`config.mk`:
```
export PLATFORM = sky130hd
export DESIGN_NAME = gmii_ptp_frame_gen
export DESIGN_NICKNAME = d
export VERILOG_FILES = /design/src/rtl/gmii_ptp_frame_gen.sv
export SDC_FILE = /design/constraint.sdc
export NUM_CORES = 1
export LEC_CHECK = 0
export CORE_MARGIN = 2
export CORE_UTILIZATION = 50
export CTS_BUF_LIST = sky130_fd_sc_hd__clkbuf_4
export CTS_CLUSTER_SIZE = 25
export DETAILED_ROUTE_END_ITERATION = 8
export PLACE_DENSITY = 0.75
export SLEW_MARGIN = 20
export SYNTH_ARGS = -nofsm -noshare
export SYNTH_HDL_FRONTEND = slang
export SYNTH_SLANG_ARGS = --single-unit
```
`constraint.sdc`:
```
create_clock -name clk -period 4.25 [get_ports clk]
set_input_delay 0.85 -clock clk [delete_from_list [all_inputs] [get_ports clk]]
set_output_delay 0.85 -clock clk [all_outputs]
set_load 0.05 [all_outputs]
```
`src/rtl/gmii_ptp_frame_gen.sv`:
```
// GMII transmit-side generator for bursts of PTP-over-Ethernet (EtherType 0x88F7) event frames.
// Each frame is a preamble, an SFD, FRAME_LEN header/payload bytes and an optional FCS,
// followed by IFG idle cycles. The sequenceId advances once per frame.
// Optional feature macro: GMII_GEN_FCS_EN appends a 4-byte Ethernet CRC-32 after the data bytes.
module gmii_ptp_frame_gen #(
  parameter int          FRAME_LEN = 64,
  parameter int          IFG       = 12,
  parameter logic [47:0] DST_MAC   = 48'h011B19000000,
  parameter logic [47:0] SRC_MAC   = 48'h001122334455,
  parameter logic [15:0] SEQ_INIT  = 16'h0000
) (
  input  logic        clk,
  input  logic        rst_n,
  input  logic        start,
  input  logic        abort,
  input  logic [15:0] frame_cnt,
  input  logic [3:0]  msg_type,
  output logic        busy,
  output logic        done,
  output logic        sof,
  output logic [15:0] seq_id,
  output logic        gmii_txctrl,
  output logic [7:0]  gmii_txdata
);

  typedef enum logic [2:0] {
    S_IDLE, S_PRE, S_SFD, S_DATA, S_FCS, S_GAP, S_DONE
  } state_t;

  localparam logic [15:0] LAST_DATA = 16'(FRAME_LEN - 1);
  localparam logic [15:0] LAST_GAP  = 16'(IFG - 1);
  localparam logic [15:0] MSG_LEN   = 16'(FRAME_LEN - 14);

  state_t      state, state_nxt;
  logic [15:0] idx, idx_nxt;
  logic [15:0] rem;
  logic [3:0]  msg_q;
  logic        seq_pending;
  logic [7:0]  txdata_nxt;

  // Header byte at data index i; every byte not listed is zero padding
  function automatic logic [7:0] data_byte(input logic [15:0] i, input logic [3:0] msg,
                                           input logic [15:0] seq);
    logic [47:0] sh;
    sh = '0;
    data_byte = 8'h00;
    if (i < 16'd6) begin
      sh = DST_MAC << (8 * i);
      data_byte = sh[47:40];
    end else if (i < 16'd12) begin
      sh = SRC_MAC << (8 * (i - 16'd6));
      data_byte = sh[47:40];
    end else begin
      case (i)
        16'd12:  data_byte = 8'h88;
        16'd13:  data_byte = 8'hF7;
        16'd14:  data_byte = {4'h0, msg};
        16'd15:  data_byte = 8'h02;
        16'd16:  data_byte = MSG_LEN[15:8];
        16'd17:  data_byte = MSG_LEN[7:0];
        16'd44:  data_byte = seq[15:8];
        16'd45:  data_byte = seq[7:0];
        default: data_byte = 8'h00;
      endcase
    end
  endfunction

`ifdef GMII_GEN_FCS_EN
  logic [31:0] crc;
  logic [31:0] fcs_word;

  // Reflected CRC-32 advanced by one byte, LSB of the byte first
  function automatic logic [31:0] crc_byte(input logic [31:0] c_in, input logic [7:0] b);
    logic [31:0] c;
    c = c_in ^ {24'h0, b};
    for (int k = 0; k < 8; k++) begin
      c = c[0] ? ((c >> 1) ^ 32'hEDB88320) : (c >> 1);
    end
    return c;
  endfunction
`endif

  // Next-state and byte-index sequencing; abort overrides everything outside IDLE
  always_comb begin
    state_nxt = state;
    idx_nxt   = idx;
    case (state)
      S_IDLE: begin
        if (start && !abort) begin
          idx_nxt   = '0;
          state_nxt = (frame_cnt != 16'd0) ? S_PRE : S_DONE;
        end
      end
      S_PRE: begin
        if (idx == 16'd6) begin
          state_nxt = S_SFD;
          idx_nxt   = '0;
        end else begin
          idx_nxt = idx + 16'd1;
        end
      end
      S_SFD: begin
        state_nxt = S_DATA;
        idx_nxt   = '0;
      end
      S_DATA: begin
        if (idx == LAST_DATA) begin
`ifdef GMII_GEN_FCS_EN
          state_nxt = S_FCS;
`else
          state_nxt = S_GAP;
`endif
          idx_nxt = '0;
        end else begin
          idx_nxt = idx + 16'd1;
        end
      end
`ifdef GMII_GEN_FCS_EN
      S_FCS: begin
        if (idx == 16'd3) begin
          state_nxt = S_GAP;
          idx_nxt   = '0;
        end else begin
          idx_nxt = idx + 16'd1;
        end
      end
`endif
      S_GAP: begin
        if (idx == LAST_GAP) begin
          idx_nxt   = '0;
          state_nxt = (rem != 16'd0) ? S_PRE : S_DONE;
        end else begin
          idx_nxt = idx + 16'd1;
        end
      end
      S_DONE:  state_nxt = S_IDLE;
      default: state_nxt = S_IDLE;
    endcase
    if (abort && state != S_IDLE) begin
      state_nxt = S_IDLE;
      idx_nxt   = '0;
    end
  end

  // Byte that will be on TXD next cycle, derived from where the sequencer is heading
  always_comb begin
    txdata_nxt = 8'h00;
`ifdef GMII_GEN_FCS_EN
    fcs_word = ~crc >> {idx_nxt[1:0], 3'b000};
`endif
    case (state_nxt)
      S_PRE:  txdata_nxt = 8'h55;
      S_SFD:  txdata_nxt = 8'hD5;
      S_DATA: txdata_nxt = data_byte(idx_nxt, msg_q, seq_id);
`ifdef GMII_GEN_FCS_EN
      S_FCS:  txdata_nxt = fcs_word[7:0];
`endif
      default: txdata_nxt = 8'h00;
    endcase
  end

  // State register and registered GMII/status outputs
  always_ff @(posedge clk or negedge rst_n) begin
    if (!rst_n) begin
      state       <= S_IDLE;
      idx         <= '0;
      busy        <= 1'b0;
      done        <= 1'b0;
      sof         <= 1'b0;
      gmii_txctrl <= 1'b0;
      gmii_txdata <= 8'h00;
    end else begin
      state       <= state_nxt;
      idx         <= idx_nxt;
      busy        <= (state_nxt != S_IDLE) && (state_nxt != S_DONE);
      done        <= (state_nxt == S_DONE);
      sof         <= (state_nxt == S_SFD);
      gmii_txctrl <= state_nxt inside {S_PRE, S_SFD, S_DATA, S_FCS};
      gmii_txdata <= txdata_nxt;
    end
  end

  // Burst bookkeeping: a frame that is cut short still consumes its sequenceId,
  // but the bump is deferred to the next accepted start so seq_id keeps showing the truncated frame
  always_ff @(posedge clk or negedge rst_n) begin
    if (!rst_n) begin
      rem         <= '0;
      msg_q       <= '0;
      seq_id      <= SEQ_INIT;
      seq_pending <= 1'b0;
    end else begin
      if (state == S_IDLE && state_nxt == S_PRE) begin
        rem   <= frame_cnt;
        msg_q <= msg_type;
        if (seq_pending) begin
          seq_id      <= seq_id + 16'd1;
          seq_pending <= 1'b0;
        end
      end
      if (state_nxt == S_GAP && state != S_GAP) begin
        rem    <= rem - 16'd1;
        seq_id <= seq_id + 16'd1;
      end
      if (abort && (state inside {S_PRE, S_SFD, S_DATA, S_FCS})) begin
        seq_pending <= 1'b1;
      end
    end
  end

`ifdef GMII_GEN_FCS_EN
  // CRC restarts with each preamble and absorbs every data byte as it is sent
  always_ff @(posedge clk or negedge rst_n) begin
    if (!rst_n) begin
      crc <= '1;
    end else if (state_nxt == S_PRE) begin
      crc <= '1;
    end else if (state_nxt == S_DATA) begin
      crc <= crc_byte(crc, txdata_nxt);
    end
  end
`endif

endmodule

```
## After elaboration in Yosys (flattened, before gate mapping)

Index checks and enable logic that the tools add are counted.

- Bits in latches: 0
- Memories kept: 0
- Output and inout bits: 28
- Memory bits (read-only): 0
- Bits of input ports: 24
- Flip-flop bits (word level): 68
- Bits in writable memories: 0

- Div/mod/pow operators: 0
- Multipliers: 0
- Add/subtract/negate cells: 4
- Reductions and logical operators: 18
- Shifts and indexed selects: 2
- Muxes and demuxes: 25
- $lt $le $gt $ge: 2
- Bitwise operators: 0
- Equality and inequality tests: 23

Operators with widths:

| cell | count |
|---|---|
| 2-to-1 mux 16 bit | 10 |
| == test 16 x 4 -> 1 bit, second input constant | 5 |
| case mux 16 bit (5 select lines) | 1 |
| case mux 8 bit (7 select lines) | 1 |
| == test 16 x 6 -> 1 bit, second input constant | 3 |
| left shift 37 x 32 -> 48 bit, first input constant | 1 |
| left shift 41 x 19 -> 48 bit, first input constant | 1 |
| adder 16 x 1 -> 16 bit, second input constant | 2 |
| nonzero test 16 bit | 2 |
| case mux 8 bit (3 select lines) | 1 |
| 2-to-1 mux 3 bit | 7 |
| subtractor 16 x 3 -> 17 bit, second input constant | 1 |
| == test 16 x 3 -> 1 bit, second input constant | 1 |
| == test 16 x 5 -> 1 bit, second input constant | 1 |
| < comparator 16 x 3 -> 1 bit, second input constant | 1 |
| < comparator 16 x 4 -> 1 bit, second input constant | 1 |
| 2-to-1 mux 8 bit | 2 |
| subtractor 16 x 1 -> 16 bit, second input constant | 1 |
| == test 3 bit, second input constant | 5 |
| case mux 3 bit (5 select lines) | 1 |
| == test 3 x 2 -> 1 bit, second input constant | 4 |
| nonzero test 4 bit | 2 |
| == test 3 x 1 -> 1 bit, second input constant | 2 |
| logical AND 1 bit | 6 |
| 7 further kinds | 12 |

## Depth between registers and ports, before layout

- Word-level depth: 10
- Gate-level depth with buffers: 16

## Worst setup path after synthesis

Ideal clock, no wire load.

- Kind: in2reg
- Start point: input port abort
- End point: register gmii_txdata[1]
- Setup time: 94 ps
- Buffers on the path: 4
- Slack: 134 ps
- Stages on the path: 14
- Data required time: 4,156 ps
- Arrival time: 4,023 ps
- Cells stage by stage: clkbuf_1 -> or3b_2 -> and3_1 -> buf_2 -> buf_1 -> clkbuf_1 -> o21ai_0 -> a221oi_1 -> ha_1 -> xnor2_1 -> or3_1 -> nor4_4 -> nand4_1 -> a221oi_2

- Longest elaborated chain between the ends: 10
- Elaborated cells between the ends (all ways): 28
- Those cells by class: add/sub: 1; order compare: 2; eq/ne: 10; shift: 2; mux: 10; reduce/logical: 3

RTL lines:

| element | line | source |
|---|---|---|
| start: declaration | 15 | `input logic abort,` |
| logical NOT 1 bit | 89 | `if (start && !abort) begin` |
| logical AND 1 bit | 89 |  |
| 2-to-1 mux 16 bit | 89 |  |
| case mux 16 bit (5 select lines) | 87 | `case (state)` |
| 2-to-1 mux 16 bit * | 139 | `if (abort && state != S_IDLE) begin` |
| net idx_nxt[2] | 35 | `logic [15:0] idx, idx_nxt;` |
| subtractor 16 x 3 -> 17 bit, or another cell as far along | 51 | `sh = SRC_MAC << (8 * (i - 16'd6));` |
| left shift 37 x 32 -> 48 bit / case mux 8 bit (7 select lines) (equally long branches) | 51, 54 |  |
| 2-to-1 mux 8 bit | 50 | `end else if (i < 16'd12) begin` |
| 2-to-1 mux 8 bit * | 47 | `if (i < 16'd6) begin` |
| case mux 8 bit (3 select lines) * | 151 | `case (state_nxt)` |
| net txdata_nxt[1] | 39 | `logic [7:0] txdata_nxt;` |
| end signal: assignment | 179 | `gmii_txdata <= txdata_nxt;` |
| end: declaration | 23 | `output logic [7:0] gmii_txdata` |

The timed path passes the listed nets; every way through them passes the cells marked *.
A chain may end at the register's enable or synchronous reset.

## Final worst setup path

- Start point: register idx[12]
- End point: register gmii_txdata[3]

- Longest elaborated chain between the ends: 9
- Elaborated cells between the ends (all ways): 34
- Those cells by class: add/sub: 2; order compare: 2; eq/ne: 13; shift: 2; mux: 15

RTL lines:

| element | line | source |
|---|---|---|
| start: declaration | 35 |  |
| start signal: assignment | 174 | `idx <= idx_nxt;` |
| == test 16 x 4 -> 1 bit, or another cell as far along | 129 | `if (idx == LAST_GAP) begin` |
| 2-to-1 mux 16 bit, on equally long branches | 129, 107, 95 |  |
| case mux 16 bit (5 select lines) * | 87 |  |
| 2-to-1 mux 16 bit * | 139 |  |
| net idx_nxt[2] | 35 |  |
| subtractor 16 x 3 -> 17 bit, or another cell as far along | 51 |  |
| left shift 37 x 32 -> 48 bit / case mux 8 bit (7 select lines) (equally long branches) | 51, 54 |  |
| 2-to-1 mux 8 bit | 50 |  |
| 2-to-1 mux 8 bit * | 47 |  |
| case mux 8 bit (3 select lines) * | 151 |  |
| net txdata_nxt[3] | 39 |  |

Marked as above.

==> results.cfg <==
[cts]
cts_tree = built
cts_hold_buffers = 0
cts_made_buffers = 9
cts-root-buf = clkbuf_4
clockBufferDepth = 2
cts_sinks = 68
clk_latency_ns = 0.42
htree_levels = 3
clkTransAtPathRegs_ns = 0.13

[yosys]
ys.flop_type = dfrtp_1
synth_compound_area_share_pct = 24.0
ys_types = 82
synth.mux.area_fraction_pct = 0.897
ys_ff_latch = 68
synth_xor_area_share_pct = 4.00
synth_common_cells = nand2_1 (69), dfrtp_1 (68), nor2_1 (39)
synth-edff-count = 0
syn_inst = 542
syn_nets = 571
synthAdderAreaFrac_pct = 1.36
synth_area_leaders = dfrtp_1 (37%), nand2_1 (5.6%), a21oi_1 (3.7%)
postSynthAreaPerCell_sq_um = 8.49
yosys.area.top_type = dfrtp_1
synth_area_sq_um = 4600
yosysMostFrequentCell = nand2_1
async_flop_share_pct = 100
ys_seq_area_share_pct = 37.0
yosys_warnings = 0
synth_top_family_by_area = simple AND/OR/NAND/NOR gates
yosysTopAreaCellShare_pct = 37.0
yosys.area_share.simple_pct = 28.4

[sta]
skew_ns = 0.0151
timing.hold.ws_ns = 0.462
hold_viol = 0
drv_slew = 0
fmax_ghz = 0.248
fin_ws_ns = 0.218
relSlewSlack_pct = 49.4
fin_tns_setup_ns = 0
period_share_pct = 94.9
rsz0062_at_grt = no
finalSetupViolCount = 0
tightest_slew_ns = 0.752
finalCriticalPeriod_ns = 4.03

[drt]
vias = 4680
detail-route-antenna-nets = 0
first_iter_violations = 326
viasPerCell = 6.37
wl_per_cell_microns = 18.6
drc_errors = 0
drt_pass1_iterations = 5
wl_microns = 13700

[worst_setup_path]
critPathTopFamily = simple AND/OR/NAND/NOR gates
critical_path_required_ns = 4.58
critPathCaptureType = flop
cp_num_buf_inv = 4
crit_top_cell = buf_4
timing_worst_setup_path_type = flop to flop
start_kind = flop
slowest_stage = or4_4
critPathArrivalTime_ns = 4.37
path_max_fanout = 11
cp_cell_sequence = or4_4 > or4_4 > a22oi_4 > buf_4 > a221oi_1 > ha_1 > inv_1 > o211ai_1 > nor4_2 > buf_4 > nor2b_1 > buf_4 > a21oi_1 > a211oi_1
slowest_delay_ns = 0.62

[die]
core_sq_um = 9060
num_io_pins = 52
rows = 35
die_h_microns = 100
die_area_sq_um = 9990
initial_core_util_pct = 50.8
dieWidth_microns = 100

[placed_design]
dp_slack_ns = -0.0657
gp_congestion = 1.02
dp_hpwl_microns = 10100
port_buffers = 51
place_area_sq_um = 5460

[cells_and_area]
ff_latch_area_sq_um = 1700
diodes = 0
synthToLayoutAreaGrowth_pct = 22.9
n_fill_cell = 796
drive_above_1_share_pct = 14.3
final_area_sq_um = 5660
fin_util_pct = 62.4
multiInputGateArea_sq_um = 2710
nets = 648

[run]
drv_cap = 0

[power_and_ir_drop]
peakVddDrop_mv = 0.344
p_per_area_nw_per_um2 = 501
leakage_uw = 0.00227

[global_routing]
antenna_found_initial = 0
grtUsageTotal_pct = 29.0
grt.overflow.total = 0
grt_pass1_vias = 4613
grt_pass1_wl_microns = 23000
grt_max_degree = 39

[hold_path]
holdCritPathClass = input pin to async pin

[outcome]
status = finished, final reports clean
[kinds of logic after synthesis]
family / after synthesis
AOI/OAI and AO/OA: 151
xor gates and xnor gates: 21
adders and majority gates: 5
buffers and inverters: 49
DFF: 68
muxes: 4
and+or+nand+nor: 244
[final cells by class]
class | instances | share of cell area (%)
clock buffer | 9 | 1.19
clock inverter | 7 | 2.03
inverter | 17 | 1.13
multi-input combinational | 425 | 47.9
sequential | 68 | 30.1
tap | 111 | 2.46
timing repair buffer | 98 | 15.2
[power breakdown]
part / switching [uW] / internal [uW] / total [uW]
clock: 250 / 296 / 546
combinational: 793 / 503 / 1300
sequential: 179 / 813 / 992
total: 1220 / 1610 / 2830
[final timing paths]
kind                       slack [ns]        endpoint  cells past startpoint      from
max in group asynchronous        2.83        msg_q[0]                      2     rst_n
min reg2reg                      0.50        msg_q[3]                      2  msg_q[3]
min                              0.46     seq_pending                      1     rst_n
max                              0.22  gmii_txdata[3]                     14   idx[12]
max reg2reg                      0.22  gmii_txdata[3]                     14   idx[12]
min in group clk                 0.50        msg_q[3]                      2  msg_q[3]
[per-stage QoR]
step,std cells,power (uW)
after floorplan,542,1790
after global placement,718,2250
after detailed placement,718,2270
after CTS,734,2820
after global routing,735,3010
final,735,2830
[worst reg2reg max path: stages, from the launching register on]
cell,delay [ns]
dfrtp_1,0.48
or4_4,0.61
or4_4,0.62
a22oi_4,0.18
buf_4,0.22
a221oi_1,0.13
ha_1,0.23
inv_1,0.09
o211ai_1,0.12
nor4_2,0.37
buf_4,0.17
nor2b_1,0.27
buf_4,0.19
a21oi_1,0.05
a211oi_1,0.24
[timing repair]
item,4_1_cts,5_1_grt
endpoints found under the setup margin,0,4
setup buffers,0,1
resized for setup,0,3
[routing by layer]
metal  up-vias  part of all wire (%)  wire, microns  GRT usage, %
li1       2201                     -              -             -
met2       180                    47           6480          45.3
met1      2268                    44           6010          41.2
met3        31                   6.6            897          4.32
met4         0                   2.1            291          10.9
met5         -                     0              0             0
[registers in the layout, summed over array words and instances (netlist names)]
signal	cells
idx	16
rem	16
seq_id	16
gmii_txdata	8
msg_q	4
state	3
busy	1
done	1
gmii_txctrl	1
seq_pending	1
sof	1
[layout by cell type, fill, tap and decap left out, types with 3 or more instances in the layout]
| cell | synthesis | layout |
|---|---|---|
| a31oi_1 | 4 | 4 |
| or3_1 | 10 | 10 |
| a311oi_1 | 6 | 6 |
| a221oi_1 | 7 | 7 |
| buf_4 | 1 | 47 |
| a221oi_2 | 3 | 3 |
| nor2b_1 | 6 | 6 |
| a22oi_1 | 4 | 4 |
| and2_1 | 10 | 10 |
| nand3_1 | 21 | 21 |
| nor4_2 | 3 | 3 |
| and3_1 | 10 | 9 |
| clkbuf_4 | 0 | 9 |
| o211ai_1 | 6 | 6 |
| nor4_1 | 14 | 14 |
| nor2_1 | 39 | 39 |
| a211o_1 | 5 | 5 |
| dfrtp_1 | 68 | 68 |
| nand2_1 | 69 | 69 |
| o31ai_1 | 5 | 4 |
| ha_1 | 5 | 5 |
| xor2_1 | 7 | 7 |
| mux2i_1 | 3 | 3 |
| a21oi_1 | 34 | 34 |
| nor3_1 | 15 | 15 |
| nand2b_1 | 3 | 3 |
| or4_4 | 2 | 3 |
| xnor2_1 | 14 | 14 |
| a31o_2 | 3 | 3 |
| or4_1 | 7 | 6 |
| bufinv_16 | 0 | 3 |
| o21ai_0 | 20 | 20 |
| inv_1 | 15 | 15 |
| nand4_1 | 16 | 16 |
| clkdlybuf4s50_1 | 0 | 50 |
| a211oi_1 | 13 | 13 |
| o311ai_0 | 4 | 4 |
(Power assumes the default switching activity.)
